===== src/rtl/mem_wb_stage.sv =====
// EX/MEM and MEM/WB pipeline registers around the 16x4 data memory.
// Optional store-data forwarding from write-back is enabled by defining MEM_FWD_EN.
module mem_wb_stage #(
  parameter int DW = 4,
  parameter int AW = 4,
  parameter int RW = 2
) (
  input  logic          clk,
  input  logic          rst_n,
  input  logic          ex_valid,
  input  logic [DW-1:0] ex_alu,
  input  logic [DW-1:0] ex_sdata,
  input  logic          ex_mem_we,
  input  logic          ex_mem_re,
  input  logic [RW-1:0] ex_rd,
  input  logic          ex_reg_we,
`ifdef MEM_FWD_EN
  input  logic [RW-1:0] ex_srs,
`endif
  input  logic [RW-1:0] id_rs1,
  input  logic [RW-1:0] id_rs2,
  input  logic          stall,
  input  logic          flush,
  output logic          dmem_we,
  output logic [AW-1:0] dmem_addr,
  output logic [DW-1:0] dmem_di,
  input  logic [DW-1:0] dmem_do,
  output logic          load_use,
  output logic          wb_valid,
  output logic          wb_reg_we,
  output logic [RW-1:0] wb_rd,
  output logic [DW-1:0] wb_data
);

  logic          mem_valid;
  logic [DW-1:0] mem_alu;
  logic [DW-1:0] mem_sdata;
  logic          mem_we;
  logic          mem_re;
  logic [RW-1:0] mem_rd;
  logic          mem_reg_we;
  logic          wb_rwe;
  logic          mem_load;
`ifdef MEM_FWD_EN
  logic [RW-1:0] mem_srs;
`endif

  always_ff @(posedge clk) begin
    if (!rst_n) begin
      mem_valid  <= 1'b0;
      mem_alu    <= '0;
      mem_sdata  <= '0;
      mem_we     <= 1'b0;
      mem_re     <= 1'b0;
      mem_rd     <= '0;
      mem_reg_we <= 1'b0;
`ifdef MEM_FWD_EN
      mem_srs    <= '0;
`endif
    end else if (stall) begin
      mem_valid <= mem_valid;
    end else if (flush) begin
      mem_valid  <= 1'b0;
      mem_alu    <= '0;
      mem_sdata  <= '0;
      mem_we     <= 1'b0;
      mem_re     <= 1'b0;
      mem_rd     <= '0;
      mem_reg_we <= 1'b0;
`ifdef MEM_FWD_EN
      mem_srs    <= '0;
`endif
    end else begin
      mem_valid  <= ex_valid;
      mem_alu    <= ex_alu;
      mem_sdata  <= ex_sdata;
      mem_we     <= ex_mem_we;
      mem_re     <= ex_mem_re;
      mem_rd     <= ex_rd;
      mem_reg_we <= ex_reg_we;
`ifdef MEM_FWD_EN
      mem_srs    <= ex_srs;
`endif
    end
  end

  // A load that is also flagged as a store is treated as a store.
  assign mem_load = mem_re & ~mem_we;

  always_ff @(posedge clk) begin
    if (!rst_n) begin
      wb_valid <= 1'b0;
      wb_rwe   <= 1'b0;
      wb_rd    <= '0;
      wb_data  <= '0;
    end else if (!stall) begin
      wb_valid <= mem_valid;
      wb_rwe   <= mem_reg_we;
      wb_rd    <= mem_rd;
      wb_data  <= mem_load ? dmem_do : mem_alu;
    end
  end

  assign wb_reg_we = wb_valid & wb_rwe;
  assign dmem_we   = mem_valid & mem_we & ~stall;
  assign dmem_addr = mem_alu[AW-1:0];

`ifdef MEM_FWD_EN
  always_comb begin
    dmem_di = mem_sdata;
    if (mem_we && wb_reg_we && (wb_rd == mem_srs))
      dmem_di = wb_data;
  end
`else
  assign dmem_di = mem_sdata;
`endif

  assign load_use = mem_valid & mem_re & mem_reg_we &
                    ((mem_rd == id_rs1) | (mem_rd == id_rs2));

endmodule

===== config.mk =====
export PLATFORM = sky130hd
export DESIGN_NAME = mem_wb_stage
export DESIGN_NICKNAME = d
export VERILOG_FILES = /design/src/rtl/mem_wb_stage.sv
export SDC_FILE = /design/constraint.sdc
export NUM_CORES = 1
export LEC_CHECK = 0
export CAP_MARGIN = 20
export CORE_ASPECT_RATIO = 1.2
export CORE_MARGIN = 5
export CORE_UTILIZATION = 42
export CTS_CLUSTER_DIAMETER = 200
export DETAILED_ROUTE_END_ITERATION = 10
export HOLD_SLACK_MARGIN = 0.12
export PLACE_DENSITY = 0.94
export SLEW_MARGIN = 10
export SYNTH_ARGS = -nofsm -noshare
export SYNTH_HDL_FRONTEND = slang
export SYNTH_SLANG_ARGS = --single-unit

===== constraint.sdc =====
create_clock -name clk -period 1.8 [get_ports clk]
set_input_delay 0.27 -clock clk [delete_from_list [all_inputs] [get_ports clk]]
set_output_delay 0.27 -clock clk [all_outputs]
set_load 0.02 [all_outputs]

Yosys cells after proc, flatten, opt, wreduce, memory -nomap -nowiden. Index checks and enable logic that the tools add are counted.

Mux-type cells: 8. Bitwise operators: 10. Equal/unequal tests: 2.

Operators with widths (count): $mux 4 (3); $and 1x1->1 (7); $eq 2x2->1 (2); $mux 1 (4); $mux 2 (1); $not 1->1 (2); $or 1x1->1 (1).

Word-level logic and storage cells: 31. Flip-flop bits (word level): 22. Input port bits: 26. Output and inout port bits: 18.

Depth between registers and ports, before layout. Gate-level depths: netlist (run 1).

Depth after elaboration: 3. Mapped depth: 4. Gate-level depth less buffers: 3.

Least setup slack after synthesis (run 1). OpenSTA, ideal clock, no wires.

Kind: reg-to-output. From: register mem_rd[1]. To: output load_use. Data required time: 1.530 ns. Path slack: 0.598 ns. Cell stages (with the launch flop): 4. Buffers on the path: 0. Arrival time: 0.932 ns. Path through: dfxtp_1 > xor2_1 > o22ai_1 > and4_1.

Longest elaborated chain between the ends: 3. Elaborated cells between the ends (all ways): 4. Those cells by class: eq/ne (2); bitwise (2).

Ends and longest elaborated chain: start: declaration (line 40) `logic [RW-1:0] mem_rd;`; start signal: assignment (line 79) `mem_rd <= ex_rd;`; $eq 2x2->1 (line 119) `((mem_rd == id_rs1) | (mem_rd == id_rs2));`; $or 1x1->1 (*) (line 119); $and 1x1->1 (*) (line 118) `assign load_use = mem_valid & mem_re & mem_reg_we &`; end: declaration (line 28) `output logic load_use,`.

Mark *: on every way between the ends. The rest lies on a longest branch, timed or not.

Final worst setup path (run 1).
From: register wb_valid. To: output wb_reg_we.

Longest elaborated chain between the ends: 1.

Ends and longest elaborated chain: start: declaration (line 29) `output logic wb_valid,`; start signal: assignment (line 97) `wb_valid <= mem_valid;`; $and 1x1->1 (line 104) `assign wb_reg_we = wb_valid & wb_rwe;`; end: declaration (line 30) `output logic wb_reg_we,`.

Every way passes these cells.

==> flow_metrics.py, run 1 <==
metrics = {
    "logic_synthesis": {
        "syn_inst": 88,
        "ys_types": 19,
        "ys_seq_elements": 22,
        "syn-num-nets": 114,
        "syn_area_per_cell_um2": 10.3,
        "synthesis.area_um2": 902,
        "yosys_warnings": 0,
        "seq_area_frac_synth_pct": 48.8,
    },
    "drt": {
        "viasPerCell": 4.84,
        "drtAntennaViolNets": 0,
        "drtIter0Drc": 12,
        "route.detailed.drc": 0,
        "routed_wl_um": 2300,
        "vias": 780,
        "wl_per_cell_um": 14.3,
        "drtPass1Iterations": 4,
    },
    "floorplan": {
        "io_pins": 44,
        "die_y_um": 60.8,
        "start_util_pct": 44.0,
        "core_area_um2": 2050,
        "die_area_um2": 3180,
        "row_count": 18,
        "die_w_um": 52.3,
    },
    "timing": {
        "fin_crit_sh_pct": 91.9,
        "grt_setup_unrepaired": "false",
        "maxSlewViolCount": 0,
        "slew_headroom_pct": 62.4,
        "tightest_slew_ns": 0.563,
        "fmax_mhz": 604,
        "final-hold-violation-count": 0,
        "min_period_ns": 1.65,
        "setup_viol": 0,
        "fin_skew_ns": 0.00206,
    },
    "hold_path": {
        "hold_end": "wb_data[0]",
        "hold_path_startpoint": "wb_data[0]",
        "hold-path-cell-count": 2,
        "hold_path_class": "reg2reg",
    },
    "clock_tree": {
        "postCtsHoldBufs": 0,
        "cts-buffers-inserted": 3,
        "root_buffer": "clkbuf_4",
        "clock_sinks": 22,
        "cts_tree": "yes",
        "clock_path_buffers": 2,
        "path_clk_slew_ns": 0.11,
        "insertion_delay_ns": 0.30,
        "htree_levels": 1,
    },
    "global_route": {
        "grt_overflow": 0,
        "grt_max_degree": 23,
        "grt_pass1_wl_um": 3730,
        "antenna_found_initial": 0,
        "track_usage_pct": 16.1,
        "grt_pass1_vias": 862,
    },
    "final_layout": {
        "fin_nets": 158,
        "final_common_cell": "clkdlybuf4s50_1",
        "diodes": 0,
        "area_growth_syn_to_layout_pct": 53.1,
        "drive_above_1_share_pct": 8.40,
        "fin_util_pct": 67.4,
        "final_cell_mix": "clkdlybuf4s50_1, dfxtp_1, nor2b_1, a22oi_1, mux2i_1",
    },
    "place": {
        "hpwl_um": 1730,
        "routabilityCongestion": 0.647,
        "port_buffers": 43,
    },
    "critical_path": {
        "cp_max_fo": 3,
        "crit_type": "reg2out",
        "cp-start-kind": "flop",
        "worstPathCellList": "and2_1 > clkdlybuf4s50_1",
        "r2r_slack_ns": 0.75,
        "regToRegEndpoint": "wb_data[3]",
        "max_stage_delay_ns": 0.59,
        "worstRegToRegCells": 3,
        "cp_data_required_time_ns": 1.53,
        "crit_slowest_cell": "clkdlybuf4s50_1",
        "arrival_ns": 1.38,
        "endpoint_kind": "primary output",
        "reg2reg_from": "mem_we",
    },
    "power": {
        "total_power_w": 0.000958,
        "vdd_drop_max_mv": 0.500,
        "p_per_area_nw_per_um2": 694,
        "leakage_nw": 0.543,
    },
    "run_status": {
        "status": "finished clean",
    },
    "flow_run": {
        "maxCapViolations": 0,
    },
}
[cells by family (layout without fill, tap and decap cells)]
group | count (synthesis) | after routing | share of synthesized area, %
simple gates | 24 | 24 | 17.6
buf+inv | 7 | 50 | 4.30
xor+xnor | 4 | 4 | 3.88
compound gates | 23 | 23 | 16.5
flops | 22 | 22 | 48.8
mux | 8 | 8 | 8.88
[metrics by stage]
stage / worst slack, ns / std cells / setup TNS [ns] / area [µm²] / hold WS, ns
2_1_floorplan: 0.598 / 88 / 0 / 902 / 0.398
3_3_place_gp: -0.313 / 157 / -0.324 / 1350 / 0.493
3_5_place_dp: -0.335 / 157 / -0.379 / 1350 / 0.507
4_1_cts: 0.000164 / 161 / 0 / 1390 / 0.524
5_1_grt: 0.0625 / 161 / 0 / 1380 / 0.554
6_report: 0.146 / 161 / 0 / 1380 / 0.522
[final cells by class]
cell class / instances / area (µm²)
fill: 156 / 668
clock buffer: 4 / 36.3
timing repair buffer: 45 / 439
multi-input combinational: 59 / 423
sequential: 22 / 442
tap: 30 / 37.5
inverter: 1 / 3.75
[worst max-delay path by stage]
stage	slack [ns]	end	cells after the start	start
finish	0.15	wb_reg_we	2	wb_valid
global route	0.06	wb_reg_we	2	wb_valid
detailed placement	-0.34	load_use	5	id_rs2[0]
CTS	0.0002	load_use	4	mem_rd[1]
floorplan	0.60	load_use	3	mem_rd[1]
global placement	-0.31	load_use	5	id_rs2[1]
[where the power goes]
| part | total, W | switching [W] | internal, W |
|---|---|---|---|
| combinational | 0.000174 | 0.0000711 | 0.000103 |
| sequential | 0.000519 | 0.0000130 | 0.000506 |
| clock | 0.000265 | 0.000142 | 0.000124 |
[registers in the layout, indices dropped and copies added (netlist names)]
| signal | cells |
|---|---|
| mem_rd | 2 |
| dmem_addr | 4 |
| wb_rd | 2 |
| mem_re | 1 |
| wb_valid | 1 |
| dmem_di | 4 |
| mem_reg_we | 1 |
| mem_we | 1 |
| wb_data | 4 |
| mem_valid | 1 |
| wb_rwe | 1 |
[repair_timing]
action                                  4_1_cts  5_1_grt
endpoints found under the setup margin        2        1
setup buffers                                 0        0
gates resized for setup                       4        2
[Yosys cell counts]
library cell	instances	area share [%]
nor2b_1	18	12
nor2_2	1	0.69
a22oi_1	13	11
o21ai_0	1	0.55
o22ai_1	1	0.69
a21oi_1	5	2.8
nand2b_1	1	0.69
and2_1	1	0.69
o21ai_1	3	1.7
and3_1	1	0.69
and4_1	1	0.97
clkbuf_1	2	0.83
dfxtp_1	22	49
buf_2	1	0.55
xor2_1	4	3.9
buf_4	3	2.5
mux2i_1	8	8.9
inv_2	1	0.42
nor3b_2	1	1.4
[worst max-delay path: cells and delay by family (launching register included)]
kind,cells,cell delay [ns]
buffers and inverters,1,0.59
flip-flops,1,0.36
AND/OR/NAND/NOR,1,0.12
[per-layer routing]
layer  vias up  routed length, µm  GRT usage, %
li1        396                  -             -
met1       346                901          16.7
met2        34               1100          28.2
met3         4                257          7.13
met4         0                 36          6.57
met5         -                  0             0
Note: power is estimated with default switching activity, not from simulation.
==> run 2: changes to the inputs <==
--- a/config.mk
+++ b/config.mk
@@ -11,6 +11,7 @@
 export CORE_UTILIZATION = 42
 export CTS_CLUSTER_DIAMETER = 200
 export DETAILED_ROUTE_END_ITERATION = 10
+export GPL_TIMING_DRIVEN = 0
 export HOLD_SLACK_MARGIN = 0.12
 export PLACE_DENSITY = 0.94
 export SLEW_MARGIN = 10
==> run 2 against run 1 <==
  * Via count up 5.3%
  * Largest cell class is now non-clock buffers
  * First-iteration DRC count shrank 42%
  * Cell count is 1.9% higher
  * Critical path depth did not move
  * Routed wire length fell by 1.5%
  * Utilization is 0.37 points higher
  * Clock-buffer cell count fell by 1
==> flow_metrics.py, run 2 (synthesis gave the netlist of run 1 again) <==
metrics = {
    "run_status": {
        "status": "finished clean",
    },
    "global_route": {
        "grt_pass1_wl_um": 3710,
        "grt_pass1_vias": 886,
        "grt_overflow": 0,
        "grt_max_degree": 12,
        "track_usage_pct": 15.7,
        "antenna_found_initial": 0,
    },
    "power": {
        "total_power_w": 0.000916,
        "leakage_nw": 0.545,
        "p_per_area_nw_per_um2": 659,
        "combPwrFrac_pct": 19.3,
        "power_frac_seq_pct": 56.7,
        "netSwitchingFraction_pct": 24.6,
        "vdd_drop_max_mv": 0.662,
        "clockPowerShare_pct": 24.0,
        "intPower_w": 0.000691,
        "switchingPower_w": 0.000225,
    },
    "clock_tree": {
        "cts-buffers-inserted": 3,
        "htree_levels": 1,
        "cts_tree": "yes",
        "root_buffer": "clkbuf_4",
        "insertion_delay_ns": 0.31,
        "clock_path_buffers": 2,
        "path_clk_slew_ns": 0.11,
        "clock_sinks": 22,
        "cts_setup_buffers": 0,
        "postCtsHoldBufs": 0,
    },
    "drt": {
        "drtPass1Iterations": 4,
        "vias": 821,
        "viasPerCell": 5.01,
        "drtIter0Drc": 7,
        "drtAntennaViolNets": 0,
        "routed_wl_um": 2260,
        "route.detailed.drc": 0,
        "wl_per_cell_um": 13.8,
    },
    "critical_path": {
        "cp_max_fo": 3,
        "cp-start-kind": "flop",
        "crit_type": "reg2out",
        "crit_slowest_cell": "clkdlybuf4s50_1",
        "crit_buf_inv": 1,
        "endpoint_kind": "primary output",
        "worstRegToRegCells": 4,
        "r2r_slack_ns": 0.80,
        "critical-path-top-delay-family": "buffers and inverters",
        "arrival_ns": 1.40,
        "max_stage_delay_ns": 0.59,
        "cp_data_required_time_ns": 1.53,
        "worstPathCellList": "and2_1 > clkdlybuf4s50_1",
        "reg2reg_from": "mem_we",
        "regToRegEndpoint": "wb_data[3]",
    },
    "timing": {
        "min_period_ns": 1.67,
        "fmax_mhz": 599,
        "maxSlewViolCount": 0,
        "hold_ws_ns": 0.517,
        "fin_tns_setup_ns": 0,
        "slew_headroom_pct": 78.1,
        "grt_setup_unrepaired": "false",
        "setup_viol": 0,
        "fin_skew_ns": 0.00236,
        "final-hold-violation-count": 0,
        "fin_crit_sh_pct": 92.8,
        "tightest_slew_ns": 0.328,
    },
    "floorplan": {
        "core_area_um2": 2050,
        "io_pins": 44,
        "die_area_um2": 3180,
        "start_util_pct": 44.0,
        "die_y_um": 60.8,
        "die_w_um": 52.3,
        "row_count": 18,
    },
    "final_layout": {
        "drive_above_1_share_pct": 10.4,
        "area_growth_syn_to_layout_pct": 54.0,
        "fin_cells": 164,
        "seqCellArea_um2": 443,
        "final_cell_mix": "clkdlybuf4s50_1, dfxtp_1, nor2b_1, a22oi_1, mux2i_1",
        "multi_input_area_um2": 423,
        "final_common_cell": "clkdlybuf4s50_1",
        "fillCellCount": 146,
        "diodes": 0,
        "fin_util_pct": 67.8,
        "fin_nets": 162,
    },
    "hold_path": {
        "hold_end": "wb_data[0]",
        "hold_path_class": "reg2reg",
        "hold-path-cell-count": 2,
        "hold_path_startpoint": "wb_data[0]",
    },
    "place": {
        "port_buffers": 43,
        "routabilityCongestion": 0.716,
        "hpwl_um": 1760,
        "placedCellCount": 161,
    },
    "flow_run": {
        "maxCapViolations": 0,
    },
}
==> run 2: cell count changes in the layout (fill, tap and decap cells not counted), sizes merged <==
cell | before | now
buf | 3 | 5
clkbuf | 4 | 6
dlygate4sd2 | 1 | 0
==> run 2: worst max path at each step <==
stage                          from        end  slack [ns]  cells past startpoint
after global placement    id_rs2[1]   load_use       -0.32                      5
final                      wb_valid  wb_reg_we        0.13                      2
after CTS                     stall    dmem_we       0.004                      5
after floorplan           mem_rd[1]   load_use        0.60                      3
after global routing      mem_rd[1]   load_use        0.05                      4
after detailed placement  id_rs2[1]   load_use       -0.32                      5
==> run 2: worst register-to-register path, stage by stage (launching register included) <==
cell and delay (ns):
dfxtp_1 0.36, nand2b_1 0.12, buf_4 0.15, mux2i_1 0.19
a21oi_1 0.09
==> run 2: cell type report <==
class | instances | share of cell area (%)
well taps | 30 | 2.70
multi-input cells | 59 | 30.5
repair buffers | 43 | 30.3
flip-flops and latches | 22 | 31.9
clock buffers | 3 | 1.62
plain buffers | 6 | 2.79
inverters | 1 | 0.270
==> run 2: routing by layer <==
layer	GRT usage (%)	wire, µm	vias up
met2	28.2	1110	36
li1	-	-	409
met1	16.4	896	369
met5	0	0	-
met4	8.39	56	0
met3	4.42	198	7
==> run 2: per-stage QoR <==
step	instance area, µm²	setup WS [ns]
3_3_place_gp	1370	-0.316
4_1_cts	1400	0.00441
2_1_floorplan	902	0.598
6_report	1390	0.130
3_5_place_dp	1370	-0.321
5_1_grt	1390	0.0471
==> run 2: what timing repair did <==
item                                    4_1_cts  5_1_grt
resized for setup                             6        4
endpoints found under the setup margin        2        2
pin swaps                                     1        1
==> run 2: power groups by stage <==
stage               logic (W)  clock network [W]  registers, W
floorplan           0.0000630                  0      0.000544
global placement     0.000172                  0      0.000528
detailed placement   0.000177                  0      0.000530
CTS                  0.000179           0.000221      0.000519
global route         0.000189           0.000248      0.000522
finish               0.000177           0.000219      0.000519
==> run 3: changes to the inputs <==
--- a/config.mk
+++ b/config.mk
@@ -13,7 +13,7 @@
 export DETAILED_ROUTE_END_ITERATION = 10
 export GPL_TIMING_DRIVEN = 0
 export HOLD_SLACK_MARGIN = 0.12
-export PLACE_DENSITY = 0.94
+export PLACE_DENSITY = 0.88
 export SLEW_MARGIN = 10
 export SYNTH_ARGS = -nofsm -noshare
 export SYNTH_HDL_FRONTEND = slang
==> run 3 against run 2 <==
  * Setup slack got worse by 0.055 ns
  * Sequential share of layout area decreased by 0.75 points
  * First-iteration DRC count unchanged
  * Total power increased by 17%
  * Non-clock buffer count unchanged
  * Cell count increased by 0.61%
  * Hold slack improved by 0.015 ns
  * Fmax decreased by 3.2%
  * Critical path type is now in2out
  * Highest routed layer unchanged
==> flow_metrics.py, run 3 (synthesis gave the netlist of run 1 again) <==
metrics = {
    "timing": {
        "grt_setup_unrepaired": "false",
        "maxSlewViolCount": 0,
        "min_period_ns": 1.72,
        "tightest_slew_ns": 0.364,
        "fmax_mhz": 580,
        "final-hold-violation-count": 0,
        "fin_tns_setup_ns": 0,
        "setup_viol": 0,
        "fin_crit_sh_pct": 95.8,
        "setup_ws_ns": 0.0752,
        "slew_headroom_pct": 75.7,
        "fin_skew_ns": 0.0101,
        "hold_ws_ns": 0.532,
    },
    "place": {
        "hpwl_um": 1910,
        "routabilityCongestion": 0.709,
        "placed_area_um2": 1370,
        "dp_slack_ns": -0.349,
        "port_buffers": 43,
    },
    "global_route": {
        "track_usage_pct": 17.4,
        "antenna_found_initial": 0,
        "grt_overflow": 0,
        "grt_pass1_wl_um": 4060,
        "grt_max_degree": 14,
        "grt_pass1_vias": 953,
    },
    "power": {
        "vdd_drop_max_mv": 0.650,
        "leakage_nw": 0.559,
        "total_power_w": 0.00107,
        "p_per_area_nw_per_um2": 749,
    },
    "run_status": {
        "status": "finished clean",
    },
    "clock_tree": {
        "cts_setup_buffers": 0,
        "clock_sinks": 22,
        "path_clk_slew_ns": 0.13,
        "insertion_delay_ns": 0.31,
        "postCtsHoldBufs": 0,
        "cts_tree": "yes",
        "cts-buffers-inserted": 3,
        "root_buffer": "clkbuf_4",
        "htree_levels": 1,
        "clock_path_buffers": 2,
    },
    "floorplan": {
        "die_y_um": 60.8,
        "core_area_um2": 2050,
        "die_area_um2": 3180,
        "io_pins": 44,
        "start_util_pct": 44.0,
        "row_count": 18,
        "die_w_um": 52.3,
    },
    "drt": {
        "route.detailed.drc": 0,
        "drtPass1Iterations": 3,
        "drtAntennaViolNets": 0,
        "drtIter0Drc": 7,
        "vias": 824,
        "viasPerCell": 4.99,
        "wl_per_cell_um": 14.5,
        "routed_wl_um": 2390,
    },
    "final_layout": {
        "fin_nets": 162,
        "diodes": 0,
        "final_cell_mix": "clkdlybuf4s50_1, dfxtp_1, nor2b_1, a22oi_1, mux2i_1",
        "final_common_cell": "clkdlybuf4s50_1",
        "stdcell_area_um2": 1430,
        "area_growth_syn_to_layout_pct": 58.5,
        "drive_above_1_share_pct": 11.1,
    },
    "critical_path": {
        "arrival_ns": 1.45,
        "cp-start-kind": "input port",
        "crit_type": "in2out",
        "critical-path-top-delay-family": "buffers and inverters",
        "cp_max_fo": 10,
        "worstPathCellList": "clkdlybuf4s50_1 > buf_6 > inv_4 > and3_1 > clkdlybuf4s15_2",
        "crit_slowest_cell": "clkdlybuf4s50_1",
        "crit_buf_inv": 4,
        "r2r_slack_ns": 0.78,
        "max_stage_delay_ns": 0.52,
        "cp_data_required_time_ns": 1.53,
        "endpoint_kind": "primary output",
    },
    "hold_path": {
        "hold_path_class": "reg2reg",
    },
    "flow_run": {
        "maxCapViolations": 0,
    },
}
-- run 3: per-layer routing --
layer	vias up	global-route usage, %	part of all wire, %
li1	404	-	-
met1	390	16.5	35
met2	28	32.8	55
met3	2	7.13	8.6
met4	0	6.57	0.54
met5	-	0	0
-- run 3: cell type report --
class / count / area [µm²]
fillers: 164 / 619
flip-flops and latches: 22 / 445
repair buffers: 43 / 427
multi-input cells: 59 / 423
plain buffers: 6 / 38.8
well taps: 30 / 37.5
clock inverters: 1 / 30.0
clock buffers: 3 / 22.5
inverters: 1 / 6.26
-- run 3: path summary, 6_finish.rpt --
path / from / cells after the start / to
min: wb_data[0] / 2 / wb_data[0]
max: stall / 5 / dmem_we
max reg2reg: mem_we / 4 / wb_data[1]
min reg2reg: wb_data[0] / 2 / wb_data[0]
-- run 3: power by group --
| part | leakage, nW | switching (W) | internal [W] |
|---|---|---|---|
| Clock | 0.0279 | 0.000149 | 0.000225 |
| Sequential | 0.181 | 0.0000132 | 0.000505 |
| Combinational | 0.350 | 0.0000729 | 0.000107 |
-- run 3: metrics by stage --
step,utilization (%),cells
2_1_floorplan,-,88
3_3_place_gp,66.8,161
3_5_place_dp,66.8,161
4_1_cts,69.8,165
5_1_grt,69.8,165
6_report,69.8,165
-- run 3: worst register-to-register path: cells and delay by family, from the launching register on --
family                 cells  cell delay, ns
AOI/OAI and AO/OA          1            0.09
muxes                      1            0.20
DFF                        1            0.38
buffers and inverters      1            0.14
and+or+nand+nor            1            0.12
-- run 3: what timing repair did --
action,in CTS,in global routing
hold endpoints to repair,0,0
gates resized for setup,9,3
setup endpoints to repair,2,2
pin swaps,1,1
